$ cat src/rtl/seg_scan_driver.sv
// seg_scan_driver: 4-digit multiplexed 7-segment scanner with tear-free frame loads,
// leading-zero blanking and per-slot PWM brightness.
module seg_scan_driver #(
   parameter int CLK_DIV = 50000
) (
   input  logic        clk,
   input  logic        rst,
   input  logic [15:0] data_in,
   input  logic [3:0]  dp_in,
   input  logic        data_load,
   input  logic        blank_lz,
   input  logic [2:0]  brightness,
   output logic [3:0]  sel,
   output logic [7:0]  seg,
   output logic        frame_done
);
   localparam int PW = $clog2(CLK_DIV);
   localparam int MW = PW + 4;
   logic [PW-1:0] presc;
   logic [1:0]    idx;
   logic [15:0]   disp, pend;
   logic [3:0]    disp_dp, pend_dp;
   logic          pend_v;
   logic          tick, wrap, on, blank;
   logic [3:0]    lz, nib, sel_n;
   logic [6:0]    code;
   logic [7:0]    seg_n;
   logic [MW-1:0] pwm_pos, pwm_lim;
   assign tick = presc == PW'(CLK_DIV - 1);
   assign wrap = tick && idx == 2'd3;
   // (brightness+1)*CLK_DIV peaks at 8*CLK_DIV, which still fits in MW bits
   assign pwm_pos = MW'(presc) << 3;
   assign pwm_lim = MW'(brightness) * MW'(CLK_DIV) + MW'(CLK_DIV);
   assign on = pwm_pos < pwm_lim;
   assign lz[3] = disp[15:12] == 4'h0;
   assign lz[2] = lz[3] && disp[11:8] == 4'h0;
   assign lz[1] = lz[2] && disp[7:4] == 4'h0;
   assign lz[0] = 1'b0;
   assign blank = blank_lz && lz[idx];
   assign nib = disp[{idx, 2'b00} +: 4];
   always_comb begin
      code = 7'h00;
      case (nib)
         4'h0: code = 7'h3F;
         4'h1: code = 7'h06;
         4'h2: code = 7'h5B;
         4'h3: code = 7'h4F;
         4'h4: code = 7'h66;
         4'h5: code = 7'h6D;
         4'h6: code = 7'h7D;
         4'h7: code = 7'h07;
         4'h8: code = 7'h7F;
         4'h9: code = 7'h6F;
         4'hA: code = 7'h77;
         4'hB: code = 7'h7C;
         4'hC: code = 7'h39;
         4'hD: code = 7'h5E;
         4'hE: code = 7'h79;
         4'hF: code = 7'h71;
         default: code = 7'h00;
      endcase
   end
   assign sel_n = (on && !blank) ? ~(4'b0001 << idx) : 4'hF;
   assign seg_n = (on && !blank) ? ~{disp_dp[idx], code} : 8'hFF;
   always_ff @(posedge clk or posedge rst) begin
      if (rst) begin
         presc      <= '0;
         idx        <= 2'd0;
         disp       <= 16'h0000;
         disp_dp    <= 4'h0;
         pend       <= 16'h0000;
         pend_dp    <= 4'h0;
         pend_v     <= 1'b0;
         sel        <= 4'hF;
         seg        <= 8'hFF;
         frame_done <= 1'b0;
      end else begin
         presc      <= tick ? '0 : presc + 1'b1;
         idx        <= tick ? idx + 2'd1 : idx;
         frame_done <= wrap;
         sel        <= sel_n;
         seg        <= seg_n;
         // the display only changes at a frame boundary so a frame never tears
         if (wrap && data_load) begin
            disp    <= data_in;
            disp_dp <= dp_in;
            pend_v  <= 1'b0;
         end else if (wrap && pend_v) begin
            disp    <= pend;
            disp_dp <= pend_dp;
            pend_v  <= 1'b0;
         end else if (data_load) begin
            pend    <= data_in;
            pend_dp <= dp_in;
            pend_v  <= 1'b1;
         end
      end
   end
endmodule

$ cat config.mk
export PLATFORM = sky130hd
export DESIGN_NAME = seg_scan_driver
export DESIGN_NICKNAME = d
export VERILOG_FILES = /design/src/rtl/seg_scan_driver.sv
export SDC_FILE = /design/constraint.sdc
export NUM_CORES = 1
export LEC_CHECK = 0
export BUFFER_PORTS_ARGS = -buffer_cell sky130_fd_sc_hd__buf_2
export CORE_ASPECT_RATIO = 0.6
export CORE_MARGIN = 2
export CORE_UTILIZATION = 45
export DETAILED_ROUTE_END_ITERATION = 8
export PLACE_DENSITY = 0.73
export SLEW_MARGIN = 20
export SYNTH_ARGS = -nofsm -noshare
export SYNTH_HDL_FRONTEND = slang
export SYNTH_SLANG_ARGS = --single-unit
$ cat constraint.sdc
create_clock -name clk -period 2.2 [get_ports clk]
set_input_delay 0.44 -clock clk [delete_from_list [all_inputs] [get_ports clk]]
set_output_delay 0.44 -clock clk [all_outputs]
set_load 0.005 [all_outputs]
### After elaboration in Yosys (flattened, before gate mapping)

Memories as Yosys holds them, arrays and structs flattened.
Cells that the tools add are included.

| operators by class | value |
|---|---|
| add/sub/neg operators | 3 |
| multipliers | 1 |
| order comparisons | 2 |
| equal/unequal tests | 2 |
| shift operators | 2 |
| mux-type cells | 14 |
| bitwise gates (word level) | 4 |
| reduce and logical (&&, ||, !) cells | 14 |

Operators by type and width:

| kind | count |
|---|---|
| 16-bit 2-to-1 mux | 3 |
| 19-bit by 16-bit adder with 20-bit output, second input constant | 1 |
| 19-bit by 20-bit less-than comparator with 1-bit output | 1 |
| 16-bit by 1-bit adder with 16-bit output, second input constant | 1 |
| 16-bit == test, second input constant | 1 |
| 16-bit by 5-bit indexed part select with 4-bit output | 1 |
| 3-bit by 12-bit multiplier with 15-bit output, second input constant | 1 |
| 4-bit zero test | 3 |
| 4-bit 2-to-1 mux | 3 |
| 8-bit 2-to-1 mux | 1 |
| 8-bit inverter | 1 |
| 1-bit logical AND | 7 |
| 1-bit 2-to-1 mux | 5 |
| 1-bit binary-select mux with 2-bit select | 2 |
| 4-bit inverter | 1 |
| 1-bit by 2-bit << shifter with 4-bit output, first input constant | 1 |
| 2-bit by 3-bit less-than comparator with 1-bit output, second input constant | 1 |
| 3-bit AND reduction | 1 |
| 3-bit nonzero test | 1 |
| 2-bit by 1-bit adder with 2-bit output, second input constant | 1 |
| 2-bit == test, second input constant | 1 |
| 1-bit inverter | 2 |
| 2-bit nonzero test | 1 |
| 1-bit zero test | 1 |

| word-level totals | value |
|---|---|
| register bits after elaboration | 72 |
| bits in read-only memories | 112 |
| input bits | 27 |
| output and inout port bits | 13 |
| logic and storage cells | 53 |
| memories kept | 1 |

Memories:

| memory | depth | width | read ports | clocked after memory_dff | wr ports | line | text |
|---|---|---|---|---|---|---|---|
| (name not given) | 16 | 7 | 1 | 0 | 0 | 43 | `case (nib)` |

### Logic depth before layout (Yosys ltp)

Gate-level depths: netlist of the first run.

| depth | value |
|---|---|
| depth after elaboration | 9 |
| mapped depth | 16 |
| mapped depth without buffers | 15 |

### Worst setup path before layout of the first run

Ideal clock, no wire load.

| path | value |
|---|---|
| path type | input to register |
| start | input brightness[1] |
| end | register seg[2] |
| setup time | 104 ps |
| arrival | 3398 ps |
| required time | 2096 ps |
| slack | -1302 ps |
| stages on the path | 16 |
| path buffers | 1 |
| cells stage by stage | inv_1 ha_1 inv_1 ha_1 a31o_2 a31oi_1 xor2_1 or4_1 o211a_1 ha_1 nand3_1 a211o_1 a31oi_1 a31oi_1 clkbuf_1 o2111ai_1 |

| on the way | value |
|---|---|
| word-level cells in the longest chain between the ends | 5 |

Ends and longest elaborated chain:

| what | line | text |
|---|---|---|
| start, declared | 12 | `input logic [2:0] brightness,` |
| 3-bit by 12-bit multiplier with 15-bit output | 33 | `assign pwm_lim = MW'(brightness) * MW'(CLK_DIV) + MW'(CLK_DIV);` |
| 19-bit by 16-bit adder with 20-bit output | 33 |  |
| 19-bit by 20-bit less-than comparator with 1-bit output | 34 | `assign on = pwm_pos < pwm_lim;` |
| 1-bit logical AND | 64 | `assign seg_n = (on && !blank) ? ~{disp_dp[idx], code} : 8'hFF;` |
| 8-bit 2-to-1 mux | 64 |  |
| net seg_n[2] | 27 | `logic [7:0] seg_n;` |
| end signal, assigned | 82 | `seg <= seg_n;` |
| end, declared | 14 | `output logic [7:0] seg,` |

The timed path passes the listed nets, and every way through them passes these cells.
A chain may end at the register's enable or synchronous reset.

### Final worst setup path of the first run

| path | value |
|---|---|
| start | input brightness[0] |
| end | register seg[2] |

Same word-level chain as after synthesis.

==> qor.txt, run 1 <==
Adder-cell share of the synthesized area -> 9.43%
Cell-internal power -> 2.56 mW
Core Box Area -> 9320 sq um
Final hold vios -> 0
Post-layout min period -> 2.93 ns
Drt total wl -> 10.3 mm
Die height -> 80.4 microns
Routed Antenna Nets -> 0
Clock skew -> 0.00392 ns
First-pass GRT wire length -> 16.5 mm
Via Count -> 3,346
Clock power frac -> 42.0%
Clk slew on worst S/H paths -> 0.05 ns
Total power -> 3.39 mW
CP Class -> in -> reg
Mean Syn Cell Area -> 10.7 sq um
Synth top area cells -> dfrtp_1 34%, ha_1 9.4%, dfstp_2 7.2%
Worst Path Required -> 2.45 ns
Switching share of power -> 24.5%
Clock latency on the worst-skew pair -> 0.34 ns
Routed vias/inst -> 5.24
Top-count cell post-synth -> dfrtp_1
Worst-case vdd ir drop -> 0.459 mV
Largest net degree at the start of global routing -> 73
Final setup margin -> -0.733 ns
Main combinational cell family by area after synthesis -> simple AND/OR/NAND/NOR gates
Clock Tree Root -> clkbuf_16
Starting Density -> 47.0%
Compound-gate portion of the synthesized area -> 12.6%
Share of layout cells above drive strength 1 -> 41.3%
Mapped Cells -> 411
Arrival @ worst endpoint -> 3.18 ns
Unrepaired setup endpoints after global routing -> yes
Initial DRT Pass Iterations -> 4
Drc violations -> 0
R2r startpoint -> presc[5]$_DFF_PP0_
Max_cap viols -> 0
Final period util -> 133%
Top cell type's share of synthesized area -> 34.3%
Crit path from -> brightness[0]
Worst Hold Slack -> 0.182 ns
Fmax -> 0.341 GHz
Io pins -> 40
#FFs+latches synth -> 72
Simple-gate portion of the synthesized area -> 17.3%
Number of global-route vias before repair -> 3,222
Initial antenna violation count -> 0
Ys Warns -> 0
Worst-path fanout max -> 6
TritonCTS clock tree -> built
Worst-Margin Slew -> 0.526 ns
Sequential share of power -> 40.9%
Commonest cells post-synth -> 60 x dfrtp_1, 38 x nor2_1, 33 x ha_1
CTS Hold Bufs -> 0
Overall Global Routing Usage -> 20.1%
Fin nets -> 565
Die W -> 131 microns
Comb pwr share -> 17.0%
Normalized max-slew margin -> 64.6%
Synth-to-Final Area Change -> 30.7%
Syn Nets -> 471
HP Class -> in -> async
Run status -> finished, violations left
Mapped Area -> 4380 sq um
Routed wire length per instance -> 16.1 microns
# setup viols final -> 12
Synth Area in XOR/XNOR -> 6.60%
Failing checks -> negative setup slack
Leak -> 2.54 nW
Grt ovf -> 0
R2R depth -> 6
Endpoint type of the worst setup path -> flop
Crit Reg-Reg Endpoint -> disp_dp[1]$_DFFE_PP0N_
Number of synthesized flops with an enable pin -> 0
Die ar. -> 10,600 sq um
Site Rows -> 27
Critical Path End -> seg[2]$_DFF_PP1_
Setup TNS -> -8.37 ns
Max Slew Vio Count -> 0
Maximum clock path buffer count -> 2
Net Sw Power -> 0.829 mW
Detailed Route Iter0 Violations -> 225
Synth async-reset ratio -> 100%
Post-synth top flop -> dfrtp_1
Layout fillers -> 745
H-tree levels -> 3
Seq/Total Area, Yosys -> 41.5%
Clock Sinks -> 72
Pwr/cell area -> 592 nW/um^2
Mux share of post-synthesis cell area -> 8.63%
Number of buffers added on ports -> 39
CTS Buf Count -> 9
CP startpoint kind -> input pin
Leading area contributor after synthesis -> dfrtp_1
Antenna cells -> 0
Detailed placement HPWL -> 7.61 mm
Unique masters post-synth -> 54
Worst R2R Setup Slack -> 0.13 ns
GPL Wtd Cong -> 0.878
state kept, by name, summed over array words and instances, names as in the netlist:
register,count
pend,16
disp,16
seg,8
pend_dp,4
presc,16
pend_v,1
frame_done,1
sel,4
idx,2
disp_dp,4
kinds of logic (layout without fill, tap and decap cells):
group,count (synthesis),in the layout
DFF,72,72
buffers and inverters,34,131
AOI/OAI and AO/OA,64,64
xor gates and xnor gates,33,33
and+or+nand+nor,146,147
muxes,29,29
adders and majority gates,33,33
final cells by class:
cell class / count / area [sq um] / share of cell area, %
Sequential cell: 72 / 1820 / 31.7
Timing Repair Buffer: 102 / 742 / 13.0
Clock buffer: 12 / 246 / 4.31
Tap cell: 130 / 163 / 2.84
Multi-Input combinational cell: 306 / 2640 / 46.2
Inverter: 14 / 71.3 / 1.25
Clock inverter: 3 / 42.5 / 0.743
timing repair:
item | in CTS | in global routing
setup endpoints to repair | 12 | 30
gates cloned | 1 | 1
gates resized for setup | 26 | 8
endpoints found under the hold margin | 0 | 0
setup buffers | 2 | 5
pin swaps | 4 | 3
power groups by stage:
stage | Sequential, mW | Clock [mW] | Combinational (mW)
6_report | 1.39 | 1.43 | 0.578
5_1_grt | 1.39 | 1.51 | 0.636
4_1_cts | 1.39 | 1.46 | 0.563
3_5_place_dp | 1.41 | 0 | 0.529
3_3_place_gp | 1.41 | 0 | 0.511
2_1_floorplan | 1.40 | 0 | 0.333
worst min-delay path by stage:
stage	start	depth (start not counted)	endpoint	slack, ns
after floorplan	disp_dp[2]$_DFFE_PP0N_	2	disp_dp[2]$_DFFE_PP0N_	0.45
after global placement	disp_dp[1]$_DFFE_PP0N_	2	disp_dp[1]$_DFFE_PP0N_	0.47
after detailed placement	disp_dp[3]$_DFFE_PP0N_	2	disp_dp[3]$_DFFE_PP0N_	0.47
after CTS	rst	3	pend_dp[3]$_DFFE_PP0P_	0.21
after global routing	rst	3	pend_dp[3]$_DFFE_PP0P_	0.22
final	rst	3	pend_dp[3]$_DFFE_PP0P_	0.18
worst max-delay path: stages:
cell	delay, ns
buf_2	0.14
ha_1	0.21
and2_1	0.18
buf_4	0.15
a32oi_4	0.30
xnor2_2	0.12
or4_1	0.52
o211a_1	0.14
ha_2	0.17
nand3_2	0.07
a211o_1	0.15
a31oi_4	0.11
a31oi_4	0.19
buf_6	0.16
o2111ai_1	0.11
metrics by stage:
stage / cells / utilization (%) / area, sq um / setup slack, ns
2_1_floorplan: 411 / - / 4490 / -0.853
3_3_place_gp: 614 / 55.3 / 5160 / -1.10
3_5_place_dp: 614 / 55.3 / 5160 / -1.17
4_1_cts: 632 / 60.0 / 5600 / -0.685
5_1_grt: 639 / 61.4 / 5720 / -0.865
6_report: 639 / 61.4 / 5720 / -0.733
per-layer routing:
metal | vias to the layer above | wire, microns | global-route usage [%]
met5 | - | 0 | 0
li1 | 1649 | - | -
met2 | 71 | 4180 | 27.6
met4 | 0 | 112 | 5.65
met1 | 1617 | 5340 | 30.0
met3 | 9 | 649 | 6.19
layout by cell type, fill, tap and decap left out, types with 11 or more instances in the layout:
cell	instances
buf_2	37
nand2_1	32
inv_1	11
buf_4	58
mux2_2	20
dfrtp_1	60
nor2b_1	21
nand3_1	15
o31ai_2	20
xnor2_1	13
ha_1	25
nor2_1	38
dfstp_2	12
xor2_1	15
No activity file was read; power rests on OpenSTA's default activity.
==> inputs of run 2 (changes only) <==
--- a/config.mk
+++ b/config.mk
@@ -6,7 +6,6 @@
 export NUM_CORES = 1
 export LEC_CHECK = 0
 export BUFFER_PORTS_ARGS = -buffer_cell sky130_fd_sc_hd__buf_2
-export CORE_ASPECT_RATIO = 0.6
 export CORE_MARGIN = 2
 export CORE_UTILIZATION = 45
 export DETAILED_ROUTE_END_ITERATION = 8
==> qor.txt, run 2 (synthesis results as in run 1) <==
Crit-path cells -> buf_12, inv_12, ha_4, inv_4, ha_4, a31o_4, a31oi_4, xor2_2, or4_4, o211a_1, ha_4, nand3_2, a211o_1, a31oi_4, a31oi_4, o2111ai_2
HP Class -> in -> async
Number of buffers added on ports -> 39
R2R depth -> 5
Clock skew -> 0.00822 ns
Leak -> 2.50 nW
Unrepaired setup endpoints after global routing -> yes
Clock Tree Root -> clkbuf_8
Routed vias/inst -> 5.31
Most common cell after layout, fill and taps aside -> dfrtp_1
CTS Buf Count -> 9
CP max stage cell -> or4_4
Initial DRT Pass Iterations -> 4
Max_cap viols -> 0
Area of the multi-input gates -> 2700 sq um
Grt ovf -> 0
Clock latency on the worst-skew pair -> 0.35 ns
Most frequent cells in the layout -> 60 x dfrtp_1, 56 x buf_4, 38 x nor2_1
Drt total wl -> 9.90 mm
Clock Sinks -> 72
Maximum clock path buffer count -> 2
Dpl cell area -> 5160 sq um
Worst-Margin Slew -> 0.903 ns
First-pass GRT wire length -> 16.7 mm
Io pins -> 40
Storage element area -> 1820 sq um
Detailed Route Iter0 Violations -> 162
Final setup margin -> -0.800 ns
Biggest regs -> disp: 16 flops, pend: 16 flops, presc: 16 flops
Starting Density -> 45.6%
Post-layout min period -> 3.00 ns
Final Cell Area -> 5670 sq um
GPL Wtd Cong -> 0.844
Number of global-route vias before repair -> 3,433
Die ar. -> 10,500 sq um
Synth-to-Final Area Change -> 29.5%
TritonCTS clock tree -> built
Initial antenna violation count -> 0
Detailed placement HPWL -> 7.07 mm
Worst Hold Slack -> 0.0184 ns
Largest net degree at the start of global routing -> 33
Worst-path fanout max -> 6
Final period util -> 136%
H-tree levels -> 3
Worst-case vdd ir drop -> 0.441 mV
Clk slew on worst S/H paths -> 0.08 ns
Run status -> finished, violations left
Fmax -> 0.333 GHz
Normalized max-slew margin -> 39.3%
Arrival @ worst endpoint -> 3.26 ns
Via Count -> 3,401
Max Slew Vio Count -> 0
Site Rows -> 36
Share of layout cells above drive strength 1 -> 42.6%
Drc violations -> 0
Worst Path Required -> 2.46 ns
Fin nets -> 563
Layout fillers -> 752
Endpoint type of the worst setup path -> flop
Final hold vios -> 0
Core Box Area -> 9590 sq um
Failing checks -> negative setup slack
Antenna cells -> 0
Die height -> 103 microns
CP startpoint kind -> input pin
Pwr/cell area -> 535 nW/um^2
Routed Antenna Nets -> 0
Routed wire length per instance -> 15.5 microns
# setup viols final -> 12
Slowest stage delay, CP -> 0.49 ns
Die W -> 103 microns
CP Class -> in -> reg
Overall Global Routing Usage -> 20.6%
-- run 2: cell count changes in the layout (fill, tap and decap cells not counted), sizes merged --
cell,change
buf,-3
a31oi,+1
-- run 2: path summary, 6_finish.rpt --
| path | startpoint | endpoint | slack, ns |
|---|---|---|---|
| worst max-delay path | brightness[1] | seg[3]$_DFF_PP1_ | -0.80 |
| max in group asynchronous | rst | seg[2]$_DFF_PP1_ | 1.61 |
| worst min register to register | disp[2]$_DFFE_PP0N_ | disp[2]$_DFFE_PP0N_ | 0.50 |
| min in group clk | data_in[3] | pend[3]$_DFFE_PP0P_ | 0.33 |
| worst min-delay path | rst | presc[5]$_DFF_PP0_ | 0.02 |
| worst max register to register | presc[13]$_DFF_PP0_ | pend_dp[1]$_DFFE_PP0P_ | 0.09 |
-- run 2: critical path: cells and delay by family --
kind	cells	cell delay (ns)
adder cells (fa/ha/maj)	3	0.64
AND/OR/NAND/NOR	2	0.55
AO/OA/AOI/OAI	7	1.34
XOR/XNOR	1	0.11
buffers and inverters	3	0.16
-- run 2: per-layer routing --
metal	global-route usage (%)	vias to the layer above	part of all wire [%]
met4	7.08	0	1.5
met5	0	-	0
li1	-	1655	-
met2	33.6	66	49
met3	4.27	16	3.7
met1	27.4	1664	46
-- run 2: where the power goes --
group | switching (mW) | total, mW | leakage, nW | internal [mW]
Combinational | 0.303 | 0.621 | 1.51 | 0.318
Sequential | 0.0187 | 1.38 | 0.898 | 1.36
Clock | 0.482 | 1.03 | 0.0925 | 0.548
Total | 0.804 | 3.03 | 2.50 | 2.23
-- run 2: area by class of cell --
type	count	area share (%)
flip-flops and latches	72	32.0
well taps	133	2.93
clock buffers	12	2.56
clock inverters	3	0.750
multi-input cells	307	47.6
repair buffers	99	12.9
inverters	14	1.26
-- run 2: timing repair --
item                       in CTS  in global routing
pin swaps                      10                  8
setup buffers                   5                  3
resized for setup              34                 10
setup endpoints to repair      14                 52
gates cloned                    2                  1
hold buffers                    0                  0
-- run 2: through the flow --
step / setup WS, ns / setup TNS [ns] / util, % / power [mW] / cells
final: -0.800 / -8.95 / 59.1 / 3.03 / 640
after global routing: -0.863 / -10.17 / 59.1 / 3.18 / 640
after CTS: -0.698 / -7.79 / 58.3 / 3.02 / 636
after detailed placement: -1.71 / -18.62 / 53.8 / 1.93 / 614
after global placement: -1.50 / -17.02 / 53.5 / 1.91 / 613
after floorplan: -0.853 / -9.62 / - / 1.73 / 411
